===== config.mk =====
export PLATFORM = sky130hd
export DESIGN_NAME = otbn_pq_bf_seq
export DESIGN_NICKNAME = d
export VERILOG_FILES = /design/src/rtl/otbn_pq_bf_seq.sv
export SDC_FILE = /design/constraint.sdc
export NUM_CORES = 1
export LEC_CHECK = 0
export ABC_CLOCK_PERIOD_IN_PS = 3700
export CORE_MARGIN = 2
export CORE_UTILIZATION = 45
export DETAILED_ROUTE_END_ITERATION = 6
export PLACE_DENSITY = 0.74
export SYNTH_ARGS = -nofsm -noshare
export SYNTH_HDL_FRONTEND = slang
export SYNTH_SLANG_ARGS = --single-unit

===== constraint.sdc =====
create_clock -name clk_i -period 3.7 [get_ports clk_i]
set_input_delay 0.555 -clock clk_i [delete_from_list [all_inputs] [get_ports clk_i]]
set_output_delay 0.555 -clock clk_i [all_outputs]
set_load 0.1 [all_outputs]

===== src/rtl/otbn_pq_bf_seq.sv =====
// -----------------------------------------------------------------------------
// otbn_pq_bf_seq
//
// Butterfly issue sequencer for post-quantum NTT kernels. A start pulse
// launches a run of 1..8 butterflies on the 32-bit lanes of a 256-bit WDR.
// Each butterfly is presented to the ALU writeback stage as one operation with
// a valid/ready handshake. The operation carries the operand and destination
// lane selects, the ALU op vector for the transform flavour (Cooley-Tukey or
// Gentleman-Sande) and the twiddle-ROM index. The twiddle index advances by a
// programmable stride per accepted butterfly and wraps modulo 2^TwIdxW.
//
// Ports
//   clk_i          clock
//   rst_ni         asynchronous active-low reset
//   start_i        one-cycle launch pulse (acted on only in IDLE)
//   mode_i         0 = Cooley-Tukey, 1 = Gentleman-Sande (sampled at start)
//   num_bf_i       butterflies to issue, legal range 1..8 (sampled at start)
//   tw_base_i      first twiddle index (sampled at start)
//   tw_stride_i    twiddle-index increment per butterfly (sampled at start)
//   clear_i        synchronous abort, wins over start and handshake
//   issue_valid_o  an ALU operation is presented
//   issue_ready_i  writeback accepts the presented operation
//   a_sel_o        operand_a lane select
//   b_sel_o        operand_b lane select
//   d_sel_o        destination lane select
//   op_o           ALU op vector (8'h34 CT, 8'h92 GS, 8'h00 when idle)
//   tw_idx_o       twiddle-ROM index of the current butterfly
//   busy_o         a sequence is in progress (ISSUE or DONE)
//   done_o         one-cycle pulse when the sequence completes
//   err_o          one-cycle pulse for an illegal start (num_bf_i 0 or > 8)
//   stall_cnt_o    (only with OTBN_PQ_BF_SEQ_STALL_CNT_EN) saturating count of
//                  cycles with issue_valid_o=1 and issue_ready_i=0, cleared at
//                  every accepted start
//
// Configuration
//   `define OTBN_PQ_BF_SEQ_STALL_CNT_EN adds the stall_cnt_o port and counter.
//
// Parameters
//   TwIdxW    twiddle-index width
//   NumLanes  32-bit lanes per WDR; only 8 is supported (3-bit selects)
// -----------------------------------------------------------------------------
module otbn_pq_bf_seq #(
  parameter int unsigned TwIdxW   = 8,
  parameter int unsigned NumLanes = 8
) (
  input  logic              clk_i,
  input  logic              rst_ni,
  input  logic              start_i,
  input  logic              mode_i,
  input  logic [3:0]        num_bf_i,
  input  logic [TwIdxW-1:0] tw_base_i,
  input  logic [TwIdxW-1:0] tw_stride_i,
  input  logic              clear_i,
  output logic              issue_valid_o,
  input  logic              issue_ready_i,
  output logic [2:0]        a_sel_o,
  output logic [2:0]        b_sel_o,
  output logic [2:0]        d_sel_o,
  output logic [7:0]        op_o,
  output logic [TwIdxW-1:0] tw_idx_o,
  output logic              busy_o,
  output logic              done_o,
  output logic              err_o
`ifdef OTBN_PQ_BF_SEQ_STALL_CNT_EN
  ,
  output logic [15:0]       stall_cnt_o
`endif
);

  // ALU op vectors for the two butterfly flavours.
  localparam logic [7:0] OpCt   = 8'h34;
  localparam logic [7:0] OpGs   = 8'h92;
  localparam logic [7:0] OpNone = 8'h00;

  // Largest legal butterfly count: one butterfly per lane.
  localparam logic [3:0] MaxBf = 4'(NumLanes);

  typedef enum logic [1:0] {
    StIdle  = 2'd0,
    StIssue = 2'd1,
    StDone  = 2'd2
  } state_e;

  state_e            state;
  logic              mode_q;      // latched flavour, 1 = GS
  logic [3:0]        count_q;     // latched butterfly count, 1..8
  logic [TwIdxW-1:0] stride_q;    // latched twiddle stride
  logic [2:0]        lane_q;      // lane of the butterfly being presented
  logic [TwIdxW-1:0] tw_idx_q;    // twiddle index of that butterfly

  // Combinational helpers feeding the sequential block.
  logic              start_legal;
  logic              handshake;
  logic              last_bf;
  logic [2:0]        lane_nxt;
  logic [TwIdxW-1:0] tw_idx_nxt;

  // NOTE: every always_comb output gets a default first so no path can
  // leave it unassigned and infer a latch.
  always_comb begin
    start_legal = 1'b0;
    if ((num_bf_i != 4'd0) && (num_bf_i <= MaxBf)) begin
      start_legal = 1'b1;
    end
  end

  // issue_valid_o is registered and is high exactly in ISSUE, so ready is
  // only looked at while an operation is actually presented.
  assign handshake  = issue_valid_o & issue_ready_i;

  // The final butterfly is the one on lane count-1; lane never advances past
  // it, so a 3-bit lane register is enough for up to 8 butterflies.
  assign last_bf    = ({1'b0, lane_q} == (count_q - 4'd1));
  assign lane_nxt   = lane_q + 3'd1;
  // Twiddle index wraps silently modulo 2^TwIdxW.
  assign tw_idx_nxt = tw_idx_q + stride_q;

  // Sequencer FSM. All outputs are registered alongside the state so they
  // change only on clock edges and hold steady across a stalled handshake.
  // NOTE: sequential state uses non-blocking assignments only, so every
  // right-hand side reads the pre-edge value regardless of statement order.
  always_ff @(posedge clk_i or negedge rst_ni) begin
    if (!rst_ni) begin
      state         <= StIdle;
      mode_q        <= 1'b0;
      count_q       <= 4'd0;
      stride_q      <= '0;
      lane_q        <= 3'd0;
      tw_idx_q      <= '0;
      issue_valid_o <= 1'b0;
      a_sel_o       <= 3'd0;
      b_sel_o       <= 3'd0;
      d_sel_o       <= 3'd0;
      op_o          <= OpNone;
      tw_idx_o      <= '0;
      busy_o        <= 1'b0;
      done_o        <= 1'b0;
      err_o         <= 1'b0;
    end else begin
      // Pulses default low; only the transitions below raise them.
      done_o <= 1'b0;
      err_o  <= 1'b0;

      if (clear_i) begin
        // Abort wins over start and over a same-cycle handshake; the
        // sequence is dropped without a done pulse.
        state         <= StIdle;
        lane_q        <= 3'd0;
        issue_valid_o <= 1'b0;
        a_sel_o       <= 3'd0;
        b_sel_o       <= 3'd0;
        d_sel_o       <= 3'd0;
        op_o          <= OpNone;
        busy_o        <= 1'b0;
      end else begin
        unique case (state)
          StIdle: begin
            if (start_i) begin
              if (start_legal) begin
                state         <= StIssue;
                mode_q        <= mode_i;
                count_q       <= num_bf_i;
                stride_q      <= tw_stride_i;
                lane_q        <= 3'd0;
                tw_idx_q      <= tw_base_i;
                issue_valid_o <= 1'b1;
                a_sel_o       <= 3'd0;
                b_sel_o       <= 3'd0;
                d_sel_o       <= 3'd0;
                op_o          <= mode_i ? OpGs : OpCt;
                tw_idx_o      <= tw_base_i;
                busy_o        <= 1'b1;
              end else begin
                err_o <= 1'b1;
              end
            end
          end

          StIssue: begin
            // start_i is deliberately not examined here.
            if (handshake) begin
              if (last_bf) begin
                state         <= StDone;
                issue_valid_o <= 1'b0;
                op_o          <= OpNone;
                done_o        <= 1'b1;
              end else begin
                lane_q   <= lane_nxt;
                tw_idx_q <= tw_idx_nxt;
                a_sel_o  <= lane_nxt;
                b_sel_o  <= lane_nxt;
                d_sel_o  <= lane_nxt;
                tw_idx_o <= tw_idx_nxt;
                op_o     <= mode_q ? OpGs : OpCt;
              end
            end
          end

          StDone: begin
            state  <= StIdle;
            lane_q <= 3'd0;
            busy_o <= 1'b0;
          end

          default: begin
            state         <= StIdle;
            issue_valid_o <= 1'b0;
            op_o          <= OpNone;
            busy_o        <= 1'b0;
          end
        endcase
      end
    end
  end

`ifdef OTBN_PQ_BF_SEQ_STALL_CNT_EN
  // Stall counter: counts every cycle an operation is presented but not
  // accepted, saturates instead of wrapping, and restarts from zero at each
  // accepted start so it reflects only the current sequence.
  always_ff @(posedge clk_i or negedge rst_ni) begin
    if (!rst_ni) begin
      stall_cnt_o <= 16'd0;
    end else if ((state == StIdle) && start_i && start_legal && !clear_i) begin
      stall_cnt_o <= 16'd0;
    end else if (issue_valid_o && !issue_ready_i && (stall_cnt_o != 16'hFFFF)) begin
      stall_cnt_o <= stall_cnt_o + 16'd1;
    end
  end
`endif

endmodule


### Word-level counts from Yosys, hierarchy flattened

Cells that the tools add are included.

| storage, ports and cells | value |
|---|---|
| flip-flop bits (word level) | 41 |
| input port bits | 26 |
| output and inout bits | 29 |
| logic and storage cells | 90 |

| operators by class | value |
|---|---|
| $add $sub $neg | 3 |
| order comparisons | 1 |
| equal/unequal tests | 14 |
| muxes and demuxes | 44 |
| bitwise logic cells | 2 |
| reduce and logical (&&, ||, !) cells | 14 |

Operators with widths:

| operator | number |
|---|---|
| $mux 8 | 11 |
| $pmux 8 s3 | 1 |
| $mux 3 | 6 |
| $pmux 8 s2 | 1 |
| $mux 1 | 15 |
| $ne 3x3->1 const B | 5 |
| $reduce_and 5->1 | 3 |
| $ne 2x2->1 const B | 6 |
| $reduce_and 4->1 | 3 |
| $mux 2 | 5 |
| $pmux 3 s3 | 1 |
| $add 8x8->8 | 1 |
| $reduce_bool 4->1 | 2 |
| $pmux 3 s2 | 1 |
| $reduce_and 6->1 | 1 |
| $eq 3x4->1 | 1 |
| $le 4x4->1 const B | 1 |
| $pmux 2 s2 | 1 |
| $sub 4x1->4 const B | 1 |
| $add 3x1->3 const B | 1 |
| $pmux 1 s3 | 1 |
| $reduce_and 3->1 | 1 |
| $reduce_bool 3->1 | 1 |
| $eq 2x1->1 const B | 1 |
| 7 further kinds | 7 |

### Logic depth before layout (Yosys ltp)

| logic depth | value |
|---|---|
| depth after elaboration | 7 |
| mapped depth | 8 |
| depth with buffers taken out | 8 |

### Worst setup path after synthesis

OpenSTA, ideal clock, no wires.

| timing path | value |
|---|---|
| path type | register to register |
| from | register tw_idx_q[1] |
| to | register tw_idx_q[7] |
| library setup time | 0.087 ns |
| arrival time | 2.375 ns |
| data required time | 3.613 ns |
| setup slack | 1.238 ns |
| stages on the path, launching flop included | 7 |
| buffers on the path | 0 |
| period minus slack after synthesis | 2.462 ns |
| cells stage by stage | dfrtp_1 ha_1 a211o_1 a2111oi_0 o211a_1 o311ai_0 a22oi_1 |

| on the way | value |
|---|---|
| cells in the longest elaborated chain, start to end | 4 |

Ends and longest elaborated chain:

| item | line | RTL |
|---|---|---|
| start: declaration | 89 | `logic [TwIdxW-1:0] tw_idx_q;` |
| start signal: assignment | 165 | `tw_idx_q <= tw_base_i;` |
| start signal: assignment | 189 | `tw_idx_q <= tw_idx_nxt;` |
| $add 8x8->8 | 116 | `assign tw_idx_nxt = tw_idx_q + stride_q;` |
| $mux 8 | 182 | `if (last_bf) begin` |
| $mux 8 | 181 | `if (handshake) begin` |
| $pmux 8 s2 | 156 | `unique case (state)` |

No other way between the ends. The select of a mux whose other input is x is not followed.
A chain may end at the register's enable or synchronous reset.

### Final worst setup path

| timing path | value |
|---|---|
| from | input num_bf_i[1] |
| to | register stride_q[0] |

| on the way | value |
|---|---|
| cells in the longest elaborated chain, start to end | 4 |
| elaborated cells between the ends (all ways) | 5 |
| classes of those cells | order compare (1); mux (1); reduce/logical (3) |

Ends and longest elaborated chain:

| item | line | RTL |
|---|---|---|
| start: declaration | 50 | `input logic [3:0] num_bf_i,` |
| $le 4x4->1 / $reduce_bool 4->1 (equally long branches) | 102 | `if ((num_bf_i != 4'd0) && (num_bf_i <= MaxBf)) begin` |
| $logic_and 1x1->1 (*) | 102 |  |
| $mux 1 (*) | 102 |  |
| $reduce_and 4->1 (no line) (*) | -- |  |
| end signal: assignment | 163 | `stride_q <= tw_stride_i;` |
| end: declaration | 87 | `logic [TwIdxW-1:0] stride_q;` |

Every way passes the cells marked *; elsewhere a longest branch is shown, timed or not.

==> reports/metrics.cfg <==
[clock_tree]
h-tree-depth = 2
cts_made_buffers = 5
cts_sinks = 36
post_cts_buffers = 0
cts_tree = done
path_clk_slew_ps = 60
clockBufferDepth = 2
cts-resized-gates = 0
clkLatencyLatePin_ps = 280
cts_root_buf = clkbuf_8
cts_hold_buf = 0

[sta]
setup_slack_ps = 1210
max_freq_mhz = 401
hold_ws_ps = 493
max-slew-margin-rel_pct = 35.1
final.setup.tns_ps = 0
min_period_ps = 2490
final-max-slew-violation-count = 0
rsz0062_at_grt = no
tightestPinTransition_ps = 971
fin_skew_ps = 3.97
setup_viol = 0
period_share_pct = 67.4
hold_viol = 0

[global_route]
grt-ovfl-total = 0
grt_usage_pct = 19.1
grt_max_degree = 37
grt_pass1_vias = 1712
antenna_found_initial = 0
grt_pass1_wl_mm = 7.98

[power_and_ir_drop]
p_int_uw = 941
p_seq_share_pct = 30.3
p_leak_nw = 1.21
p_comb_share_pct = 55.3
pwr-share-clk_pct = 14.3
p_per_area_mw_per_mm2 = 660
ir_drop_mv = 0.535
switching_share_pct = 48.2
power_switching_uw = 874

[worst_setup_path]
worst-setup-path-type = primary input to register
setup.worst_path.end_class = register
required_ps = 3870
arrival_ps = 2660
worstReg2RegStart = count_q[0]$_DFFE_PN0P_
ff2ff_setup_slack_ps = 1440
r2r_cells = 7
crit_fanout = 15
cp-start-kind = primary input
r2r-end = tw_idx_q[3]$_DFFE_PN0P_

[layout]
instances_no_fill = 322
diodes = 0
multi_input_area_mm2 = 0.00114
design_area_mm2 = 0.00275
seq_area_um2 = 901
nNetsFinal = 304
syn2layout_area_growth_pct = 26.0
drive_gt1_share_pct = 10.4
fillers = 419

[synthesis]
synth_ff_type = dfrtp_1
yosys_warnings = 0
synthesis.area_mm2 = 0.00218
netlist_instances = 223
syn_area_per_cell_um2 = 9.79
synth_edf_count = 0
synth_cell_types = 48
ys_ff_latch = 36
seq_area_frac_synth_pct = 41.3
ys_async_sr_fraction_pct = 100

[route]
ant_nets = 0
top_layer_used = met4
wl_met1_mm = 2.24
drt_iter0_drc = 169
dr_wl_met3_um = 204
vias = 1790
avgViaCountPerCell = 5.56
dr.pass1.iters = 4
route.met2.wl_mm = 2.25
wl_mm = 4.74
drt-wirelength-per-cell_um = 14.7
drc = 0

[placed_design]
numPortBuffers = 51
dp_cells = 315
place_hpwl_mm = 3.55
pre_cts_ws_ps = 934
dpl_cell_area_mm2 = 0.00267
place.gp.congestion = 0.818

[min_path]
hold_start = op_o[4]$_DFFE_PN0P_
hold_depth = 1
whs_endpoint = op_o[4]$_DFFE_PN0P_
min_path_type = register to register

[floorplanning]
io_pins = 55
coreArea_mm2 = 0.00469
rows = 25
die_w_um = 73.6
die_area_mm2 = 0.00542
initial_utilization_pct = 46.5
die_y_um = 73.6

[job]
max_cap_violations = 0

[outcome]
run_status = finished, final reports clean

-- critical path, stage by stage --
cell and delay, ps:
clkdlybuf4s50_1 450, nor4_1 570, nor3_2 130, nand2_1 530, mux2_2 410
-- cells by family (layout without fill, tap and decap cells) --
family / count (synthesis) / in the layout / synth area share, %
AO/OA/AOI/OAI: 63 / 63 / 19.2
XOR/XNOR: 7 / 7 / 2.81
adder cells (fa/ha/maj): 10 / 10 / 6.08
buffers and inverters: 27 / 70 / 6.65
flip-flops: 36 / 36 / 41.3
multiplexers: 19 / 19 / 9.80
other: 1 / 3 / 0.172
AND/OR/NAND/NOR: 60 / 60 / 14.0
-- Yosys cell counts (3+ instances only) --
master	instances	area, µm²
xor2_1	4	35.0
clkbuf_1	3	11.3
nand2b_1	5	31.3
nor3b_1	4	30.0
o21ai_0	14	70.1
nand2_1	16	60.1
a21o_1	4	30.0
ha_1	9	113
a21oi_1	15	75.1
nand3_1	6	30.0
o21a_1	4	30.0
inv_1	11	41.3
mux2i_1	3	30.0
mux2_2	15	169
nor2b_1	6	37.5
nor2_1	11	41.3
nor3_1	5	25.0
buf_4	11	82.6
xnor2_1	3	26.3
a31oi_1	6	37.5
dfrtp_1	36	901
-- area by class of cell --
type	instances	share of cell area, %
clock inverter	1	0.182
sequential	36	32.8
tap	54	2.46
clock buffer	6	2.64
timing repair buffer	52	18.8
inverter	11	1.50
multi-input combinational	162	41.6
-- metal layers --
layer / up-vias / track usage (%)
met5: - / 0
met4: 0 / 5.86
met3: 4 / 3.84
met2: 53 / 31.0
met1: 850 / 25.7
li1: 883 / -
-- power by group through the flow --
| stage | clock [mW] | combinational (mW) | sequential [mW] |
|---|---|---|---|
| 2_1_floorplan | 0 | 0.478 | 0.854 |
| 3_3_place_gp | 0 | 0.989 | 0.557 |
| 3_5_place_dp | 0 | 1.00 | 0.559 |
| 4_1_cts | 0.270 | 1.00 | 0.551 |
| 5_1_grt | 0.287 | 1.08 | 0.563 |
| 6_report | 0.260 | 1.00 | 0.551 |
-- metrics by stage --
stage	power (mW)	util, %
2_1_floorplan	1.33	-
3_3_place_gp	1.55	56.9
3_5_place_dp	1.56	56.9
4_1_cts	1.82	58.6
5_1_grt	1.93	58.6
6_report	1.81	58.6
-- layout by cell type (no fill, tap or decap), drive strengths merged, types with 4 or more instances in the layout --
cell type / n
o21a: 4
a21o: 4
nor2b: 6
nand2b: 5
mux2: 16
nor3b: 4
o21ai: 14
nor2: 11
nand3: 6
clkdlybuf4s50: 51
inv: 11
nand2: 16
xor2: 4
nor3: 6
a31oi: 6
dfrtp: 36
a21oi: 16
ha: 9
clkbuf: 6
-- flip-flops by register name, indices dropped and copies added (netlist names), 2 cells and up --
signal,count
state,2
lane_q,3
d_sel_o,3
count_q,4
op_o,3
stride_q,8
tw_idx_q,8
-- worst max-delay path by stage --
stage                            startpoint                 endpoint  slack (ps)  depth (start not counted)
floorplan           tw_idx_q[1]$_DFFE_PN0P_  tw_idx_q[7]$_DFFE_PN0P_        1240                          6
global placement                num_bf_i[1]   count_q[1]$_DFFE_PN0P_         960                          5
detailed placement              num_bf_i[1]   count_q[2]$_DFFE_PN0P_         930                          5
CTS                             num_bf_i[1]  stride_q[0]$_DFFE_PN0P_        1180                          5
global route                    num_bf_i[1]  stride_q[4]$_DFFE_PN0P_        1060                          5
finish                          num_bf_i[1]  stride_q[0]$_DFFE_PN0P_        1210                          5
Power figures use the tool's default switching activity.
